`src/rtl/sim_mem_arbiter_if.sv`:
```
// Bundle of CPU-side channel signals and the external memory port seen by sim_mem_arbiter.
// Signal names carry the arbiter's point of view: i_* flow into it, o_* flow out of it.
interface sim_mem_arbiter_if #(
    parameter int DATA_WIDTH = 16,
    parameter int ADDR_WIDTH = 12,
    parameter int CHANNELS   = 2
);
    logic [CHANNELS-1:0]            i_req;
    logic [CHANNELS*ADDR_WIDTH-1:0] i_addr;
    logic [CHANNELS-1:0]            i_we;
    logic [CHANNELS*DATA_WIDTH-1:0] i_wdata;
    logic [CHANNELS-1:0]            o_ack;
    logic                           o_err;
    logic [DATA_WIDTH-1:0]          o_rdata;
    logic                           o_mem_req;
    logic [ADDR_WIDTH-1:0]          o_mem_addr;
    logic                           o_mem_we;
    logic [DATA_WIDTH-1:0]          o_mem_wdata;
    logic                           i_mem_ack;
    logic [DATA_WIDTH-1:0]          i_mem_rdata;

    modport slave (
        input  i_req, i_addr, i_we, i_wdata, i_mem_ack, i_mem_rdata,
        output o_ack, o_err, o_rdata, o_mem_req, o_mem_addr, o_mem_we, o_mem_wdata
    );

    modport master (
        output i_req, i_addr, i_we, i_wdata, i_mem_ack, i_mem_rdata,
        input  o_ack, o_err, o_rdata, o_mem_req, o_mem_addr, o_mem_we, o_mem_wdata
    );
endinterface

```
`src/rtl/sim_mem_arbiter.sv`:
```
// Round-robin arbiter merging CHANNELS request channels onto one simulated memory port,
// with ack-driven wait states and an optional timeout that answers with o_err.
module sim_mem_arbiter #(
    parameter int DATA_WIDTH = 16,
    parameter int ADDR_WIDTH = 12,
    parameter int CHANNELS   = 2,
    parameter int TIMEOUT    = 15
) (
    input logic               i_clk,
    input logic               i_rst,
    sim_mem_arbiter_if.slave  io_bus
);
    localparam int GW = (CHANNELS > 1) ? $clog2(CHANNELS) : 1;
    localparam int CW = (TIMEOUT > 0) ? $clog2(TIMEOUT + 1) : 1;
    localparam logic [CW-1:0] CNT_LAST   = (TIMEOUT > 0) ? CW'(TIMEOUT - 1) : '0;
    localparam logic [GW-1:0] GRANT_INIT = GW'(CHANNELS - 1);

    typedef enum logic [1:0] {
        S_IDLE,
        S_ISSUE,
        S_DONE
    } state_t;

    state_t                r_state;
    state_t                w_next_state;
    logic [GW-1:0]         r_last_grant;
    logic [GW-1:0]         r_grant;
    logic [CW-1:0]         r_cnt;
    logic [CHANNELS-1:0]   r_ack;
    logic                  r_err;
    logic [DATA_WIDTH-1:0] r_rdata;
    logic                  r_mem_req;
    logic [ADDR_WIDTH-1:0] r_mem_addr;
    logic                  r_mem_we;
    logic [DATA_WIDTH-1:0] r_mem_wdata;
    logic [GW-1:0]         w_grant;
    logic                  w_any_req;
    logic                  w_timeout;

    // Scan from the furthest channel back toward last_grant+1 so the closest requester wins.
    always_comb begin
        int idx;
        // NOTE: every always_comb output gets a default first; a missed path would infer a latch.
        idx       = 0;
        w_any_req = 1'b0;
        w_grant   = '0;
        for (int k = CHANNELS; k >= 1; k--) begin
            idx = int'(r_last_grant) + k;
            if (idx >= CHANNELS) idx = idx - CHANNELS;
            if (io_bus.i_req[idx]) begin
                w_any_req = 1'b1;
                w_grant   = GW'(idx);
            end
        end
    end

    assign w_timeout = (TIMEOUT != 0) && (r_cnt == CNT_LAST);

    always_ff @(posedge i_clk) begin
        // NOTE: sequential state uses non-blocking assignments so every register samples pre-edge values.
        if (i_rst) r_state <= S_IDLE;
        else       r_state <= w_next_state;
    end

    always_comb begin
        w_next_state = r_state;
        unique case (r_state)
            S_IDLE:  if (w_any_req) w_next_state = S_ISSUE;
            S_ISSUE: if (io_bus.i_mem_ack || w_timeout) w_next_state = S_DONE;
            S_DONE:  w_next_state = S_IDLE;
            default: w_next_state = S_IDLE;
        endcase
    end

    always_ff @(posedge i_clk) begin
        if (i_rst) begin
            r_last_grant <= GRANT_INIT;
            r_grant      <= '0;
            r_cnt        <= '0;
            r_ack        <= '0;
            r_err        <= 1'b0;
            r_rdata      <= '0;
            r_mem_req    <= 1'b0;
            r_mem_addr   <= '0;
            r_mem_we     <= 1'b0;
            r_mem_wdata  <= '0;
        end else begin
            // Ack and err are single-cycle pulses; only the ISSUE exit raises them.
            r_ack <= '0;
            r_err <= 1'b0;
            unique case (r_state)
                S_IDLE: begin
                    if (w_any_req) begin
                        r_grant     <= w_grant;
                        r_mem_addr  <= io_bus.i_addr[int'(w_grant)*ADDR_WIDTH +: ADDR_WIDTH];
                        r_mem_we    <= io_bus.i_we[w_grant];
                        r_mem_wdata <= io_bus.i_wdata[int'(w_grant)*DATA_WIDTH +: DATA_WIDTH];
                        r_mem_req   <= 1'b1;
                        r_cnt       <= '0;
                    end
                end
                S_ISSUE: begin
                    if (io_bus.i_mem_ack) begin
                        if (!r_mem_we) r_rdata <= io_bus.i_mem_rdata;
                        r_ack     <= CHANNELS'(1) << r_grant;
                        r_mem_req <= 1'b0;
                    end else if (w_timeout) begin
                        r_ack     <= CHANNELS'(1) << r_grant;
                        r_err     <= 1'b1;
                        r_rdata   <= '1;
                        r_mem_req <= 1'b0;
                    end else begin
                        r_cnt <= r_cnt + 1'b1;
                    end
                end
                S_DONE: begin
                    r_last_grant <= r_grant;
                end
                default: ;
            endcase
        end
    end

    assign io_bus.o_ack       = r_ack;
    assign io_bus.o_err       = r_err;
    assign io_bus.o_rdata     = r_rdata;
    assign io_bus.o_mem_req   = r_mem_req;
    assign io_bus.o_mem_addr  = r_mem_addr;
    assign io_bus.o_mem_we    = r_mem_we;
    assign io_bus.o_mem_wdata = r_mem_wdata;
endmodule

```
`src/flat_wrapper.sv`:
```
// flat-port wrapper written by rule: the top's interface ports become plain ports
module sim_mem_arbiter_flat 
#(
    parameter int DATA_WIDTH = 16,
    parameter int ADDR_WIDTH = 12,
    parameter int CHANNELS   = 2,
    parameter int TIMEOUT    = 15
)
  (i_clk, i_rst, io_bus_i_req, io_bus_i_addr, io_bus_i_we, io_bus_i_wdata, io_bus_i_mem_ack, io_bus_i_mem_rdata, io_bus_o_ack, io_bus_o_err, io_bus_o_rdata, io_bus_o_mem_req, io_bus_o_mem_addr, io_bus_o_mem_we, io_bus_o_mem_wdata);
  sim_mem_arbiter_if #(.DATA_WIDTH(DATA_WIDTH), .ADDR_WIDTH(ADDR_WIDTH), .CHANNELS(CHANNELS)) io_bus_i ();
  input logic i_clk;
  input logic i_rst;
  input wire logic [$bits(io_bus_i.i_req)-1:0] io_bus_i_req;
  input wire logic [$bits(io_bus_i.i_addr)-1:0] io_bus_i_addr;
  input wire logic [$bits(io_bus_i.i_we)-1:0] io_bus_i_we;
  input wire logic [$bits(io_bus_i.i_wdata)-1:0] io_bus_i_wdata;
  input wire logic [$bits(io_bus_i.i_mem_ack)-1:0] io_bus_i_mem_ack;
  input wire logic [$bits(io_bus_i.i_mem_rdata)-1:0] io_bus_i_mem_rdata;
  output wire logic [$bits(io_bus_i.o_ack)-1:0] io_bus_o_ack;
  output wire logic [$bits(io_bus_i.o_err)-1:0] io_bus_o_err;
  output wire logic [$bits(io_bus_i.o_rdata)-1:0] io_bus_o_rdata;
  output wire logic [$bits(io_bus_i.o_mem_req)-1:0] io_bus_o_mem_req;
  output wire logic [$bits(io_bus_i.o_mem_addr)-1:0] io_bus_o_mem_addr;
  output wire logic [$bits(io_bus_i.o_mem_we)-1:0] io_bus_o_mem_we;
  output wire logic [$bits(io_bus_i.o_mem_wdata)-1:0] io_bus_o_mem_wdata;
  assign io_bus_i.i_req = io_bus_i_req;
  assign io_bus_i.i_addr = io_bus_i_addr;
  assign io_bus_i.i_we = io_bus_i_we;
  assign io_bus_i.i_wdata = io_bus_i_wdata;
  assign io_bus_i.i_mem_ack = io_bus_i_mem_ack;
  assign io_bus_i.i_mem_rdata = io_bus_i_mem_rdata;
  assign io_bus_o_ack = io_bus_i.o_ack;
  assign io_bus_o_err = io_bus_i.o_err;
  assign io_bus_o_rdata = io_bus_i.o_rdata;
  assign io_bus_o_mem_req = io_bus_i.o_mem_req;
  assign io_bus_o_mem_addr = io_bus_i.o_mem_addr;
  assign io_bus_o_mem_we = io_bus_i.o_mem_we;
  assign io_bus_o_mem_wdata = io_bus_i.o_mem_wdata;
  sim_mem_arbiter #(.DATA_WIDTH(DATA_WIDTH), .ADDR_WIDTH(ADDR_WIDTH), .CHANNELS(CHANNELS), .TIMEOUT(TIMEOUT)) u_core (.i_clk(i_clk), .i_rst(i_rst), .io_bus(io_bus_i));
endmodule
```
`config.mk`:
```
export PLATFORM = sky130hd
export DESIGN_NAME = sim_mem_arbiter_flat
export DESIGN_NICKNAME = d
export VERILOG_FILES = /design/src/rtl/sim_mem_arbiter_if.sv /design/src/rtl/sim_mem_arbiter.sv /design/src/flat_wrapper.sv
export SDC_FILE = /design/constraint.sdc
export NUM_CORES = 1
export LEC_CHECK = 0
export ABC_AREA = 1
export CAP_MARGIN = 40
export CORE_MARGIN = 2
export CORE_UTILIZATION = 55
export DETAILED_ROUTE_END_ITERATION = 7
export DONT_BUFFER_PORTS = 1
export GPL_TIMING_DRIVEN = 1
export PLACE_DENSITY = 0.79
export SLEW_MARGIN = 20
export SYNTH_ARGS = -nofsm -noshare
export SYNTH_HDL_FRONTEND = slang
export SYNTH_SLANG_ARGS = --single-unit
```
`constraint.sdc`:
```
create_clock -name i_clk -period 4 [get_ports i_clk]
set_input_delay 0.8 -clock i_clk [delete_from_list [all_inputs] [get_ports i_clk]]
set_output_delay 0.8 -clock i_clk [all_outputs]
set_load 0.01 [all_outputs]
```
==> flow_metrics.tcl <==
set metrics [dict create \
    cts.path.max_buffers 2 \
    grt_pass1_vias 1864 \
    max-cap-violations 0 \
    async_flop_share_pct 0 \
    grt_max_degree 33 \
    min_from "u_core.r_grant$_SDFFE_PP0P_" \
    crit_arrival_ns 2.01 \
    synth_top_area_share_pct 43.59 \
    synth_most_common_cell "nand2_1" \
    synth-simple-area-share_pct 40.20 \
    clock_sinks 57 \
    rsz0062_at_grt "no" \
    worstPathMaxFanout 29 \
    wl_met3_um 501 \
    dp_hpwl_um 3869 \
    syn_nets 477 \
    area_growth_pct 6.214 \
    die_w_um 72.99 \
    vias 2300 \
    antenna_found_initial 0 \
    ys_seq_area_share_pct 43.59 \
    synthXorXnorAreaFrac_pct 0 \
    drive_gt1_share_pct 8.376 \
    synth_cells 396 \
    slew_headroom_pct 60.31 \
    ir_drop_mv 0.2268 \
    powerDensity_nw_per_um2 487.6 \
    yosysTopAreaCell "dfxtp_1" \
    numCtsBuffers 9 \
    gr-total-overflow 0 \
    root_buffer "clkbuf_8" \
    crit_type "in -> reg" \
    cts_max_level 3 \
    drc 0 \
    drt-met1-wl_um 2449 \
    nNetsFinal 470 \
    yosys.area_share.adder_pct 0.9560 \
    rows 25 \
    routed-wl-met2_um 2540 \
    clk_pin_slew_ns 0.06 \
    worst_pin_slew_ns 0.5931 \
    ys_types 27 \
    firstDrtPassIters 4 \
    drv_slew 0 \
    grt_use_total_pct 20.16 \
    crit_path_top_delay_cell "o21ai_4" \
    synth_top_family_by_area "simple AND/OR/NAND/NOR gates" \
    critPathCaptureType "flop" \
    synth.area.top_cells "dfxtp_1 (44%), nand2_1 (19%), nor2_1 (16%)" \
    synthTopCellsByCount "nand2_1 (133), nor2_1 (113), dfxtp_1 (57)" \
    timing.final.crit_share_pct 44.83 \
    postCtsSetupRepairBufs 0 \
    die_area_um2 5327 \
    reg2regPathDepth 6 \
    cts_tree "yes" \
    crit_path_start_kind "primary input" \
    synth-edff-count 0 \
    finalHoldViolCount 0 \
    wl_per_cell_um 12.40 \
    hold_ws_ns 0.4472 \
    synth-compound-area-share_pct 7.839 \
    muxShareOfSynthArea_pct 0 \
    tns_ns 0 \
    routed.top_layer "met4" \
    start_util_pct 56.16 \
    diodes 0 \
    die_h_um 72.99 \
    slowest_delay_ns 0.48 \
    netlist_area_um2 2618 \
    clock_skew_ns 0.006266 \
    synth_flop_cell "dfxtp_1" \
    layout_min_cycle_time_ns 1.793 \
    via_per_inst 5.134 \
    fmax_mhz 557.6 \
    core_area_um2 4661 \
    place.gp.congestion 0.8847 \
    io_pins 128 \
    power_leakage_nw 1.321 \
    post_cts_resized 0 \
    setup_violations 0 \
    numPortBuffers 0 \
    min_path_cells 1 \
    status "complete, no violations" \
    crit_required_ns 4.21 \
    postSynthAreaPerCell_um2 6.610 \
    timing.critical_path.from "io_bus_i_req[1]" \
    routed_wl_um 5555 \
    ctsHoldBuffers 0 \
    ant_nets 0 \
    yosys_warnings 0 \
    first_iter_violations 135 \
    path_cells "o21ai_4 -> buf_8 -> inv_2 -> o21ai_0 -> nor2_1" \
    ys_ff_latch 57 \
    clock_latency_ns 0.32 \
    r2r-start "u_core.r_state[1]$_SDFFE_PP0P_" \
    hp-class "reg -> reg" \
    grt_pass1_wl_um 8293 \
]
==> flip-flops by register name, indices dropped and copies added (netlist names), 2 cells and up <==
signal and count:
u_core.io_bus.o_mem_addr 12, u_core.io_bus.o_ack 2, u_core.r_state 2, u_core.io_bus.o_rdata 16
u_core.io_bus.o_mem_wdata 16, u_core.r_cnt 4
==> cell usage in the layout, fill, tap and decap left out, types with 2 or more instances in the layout <==
master and count:
nor2_2 2, buf_8 2, inv_1 9, ha_1 2, nand2_1 133, clkbuf_8 13
nand3_1 6, o21ai_0 20, a21oi_1 6, o21ai_1 10, nand2_2 3, buf_4 2
clkinv_2 2, dfxtp_1 57, inv_2 3, nor2_1 113
==> per-layer routing <==
| layer | up-vias | global-route usage, % |
|---|---|---|
| met5 | - | 0 |
| met2 | 103 | 33.73 |
| li1 | 1203 | - |
| met1 | 989 | 22.18 |
| met4 | 0 | 11.11 |
| met3 | 5 | 7.044 |
==> final timing paths <==
| path | end | slack (ns) |
|---|---|---|
| setup / recovery | u_core.io_bus.o_mem_addr[5]$_SDFFE_PP0P_ | 2.21 |
| hold reg to reg | u_core.io_bus.o_ack[0]$_SDFF_PP0_ | 0.45 |
| hold / removal | u_core.io_bus.o_ack[0]$_SDFF_PP0_ | 0.45 |
| setup reg to reg | u_core.io_bus.o_mem_wdata[9]$_SDFFE_PP0P_ | 2.43 |
==> report_power, final <==
group	switching, mW	internal (mW)	total [mW]
sequential	0.0608	0.621	0.682
clock	0.207	0.291	0.497
combinational	0.114	0.0629	0.177
total	0.381	0.974	1.36
==> area by class of cell <==
class | count | area [um2]
inverters | 13 | 51.30
well taps | 54 | 67.56
fillers | 483 | 1881
repair buffers | 4 | 45.04
multi-input cells | 304 | 1282
clock buffers | 14 | 182.7
clock inverters | 2 | 10.01
flip-flops and latches | 57 | 1141
==> cell families after synthesis <==
family / Yosys count
AO/OA/AOI/OAI: 38
adder cells (fa/ha/maj): 2
buffers and inverters: 35
flip-flops: 57
AND/OR/NAND/NOR: 264
==> worst max-delay path: cells and delay by family <==
| kind | cells | cell delay [ns] |
|---|---|---|
| AO/OA/AOI/OAI | 2 | 0.71 |
| buffers and inverters | 2 | 0.43 |
| AND/OR/NAND/NOR | 1 | 0.05 |
==> stage by stage <==
| stage | total power [mW] | cell area (um2) | setup WS (ns) | cells | utilization [%] |
|---|---|---|---|---|---|
| final | 1.356 | 2780 | 2.207 | 448 | 59.65 |
| after detailed placement | 0.8705 | 2572 | 1.836 | 431 | 55.19 |
| after floorplan | 0.8420 | 2618 | 2.383 | 396 | - |
| after global placement | 0.8603 | 2557 | 1.559 | 430 | 54.87 |
| after global routing | 1.425 | 2780 | 2.080 | 448 | 59.65 |
| after CTS | 1.368 | 2765 | 2.176 | 447 | 59.33 |
(Power assumes the default switching activity.)
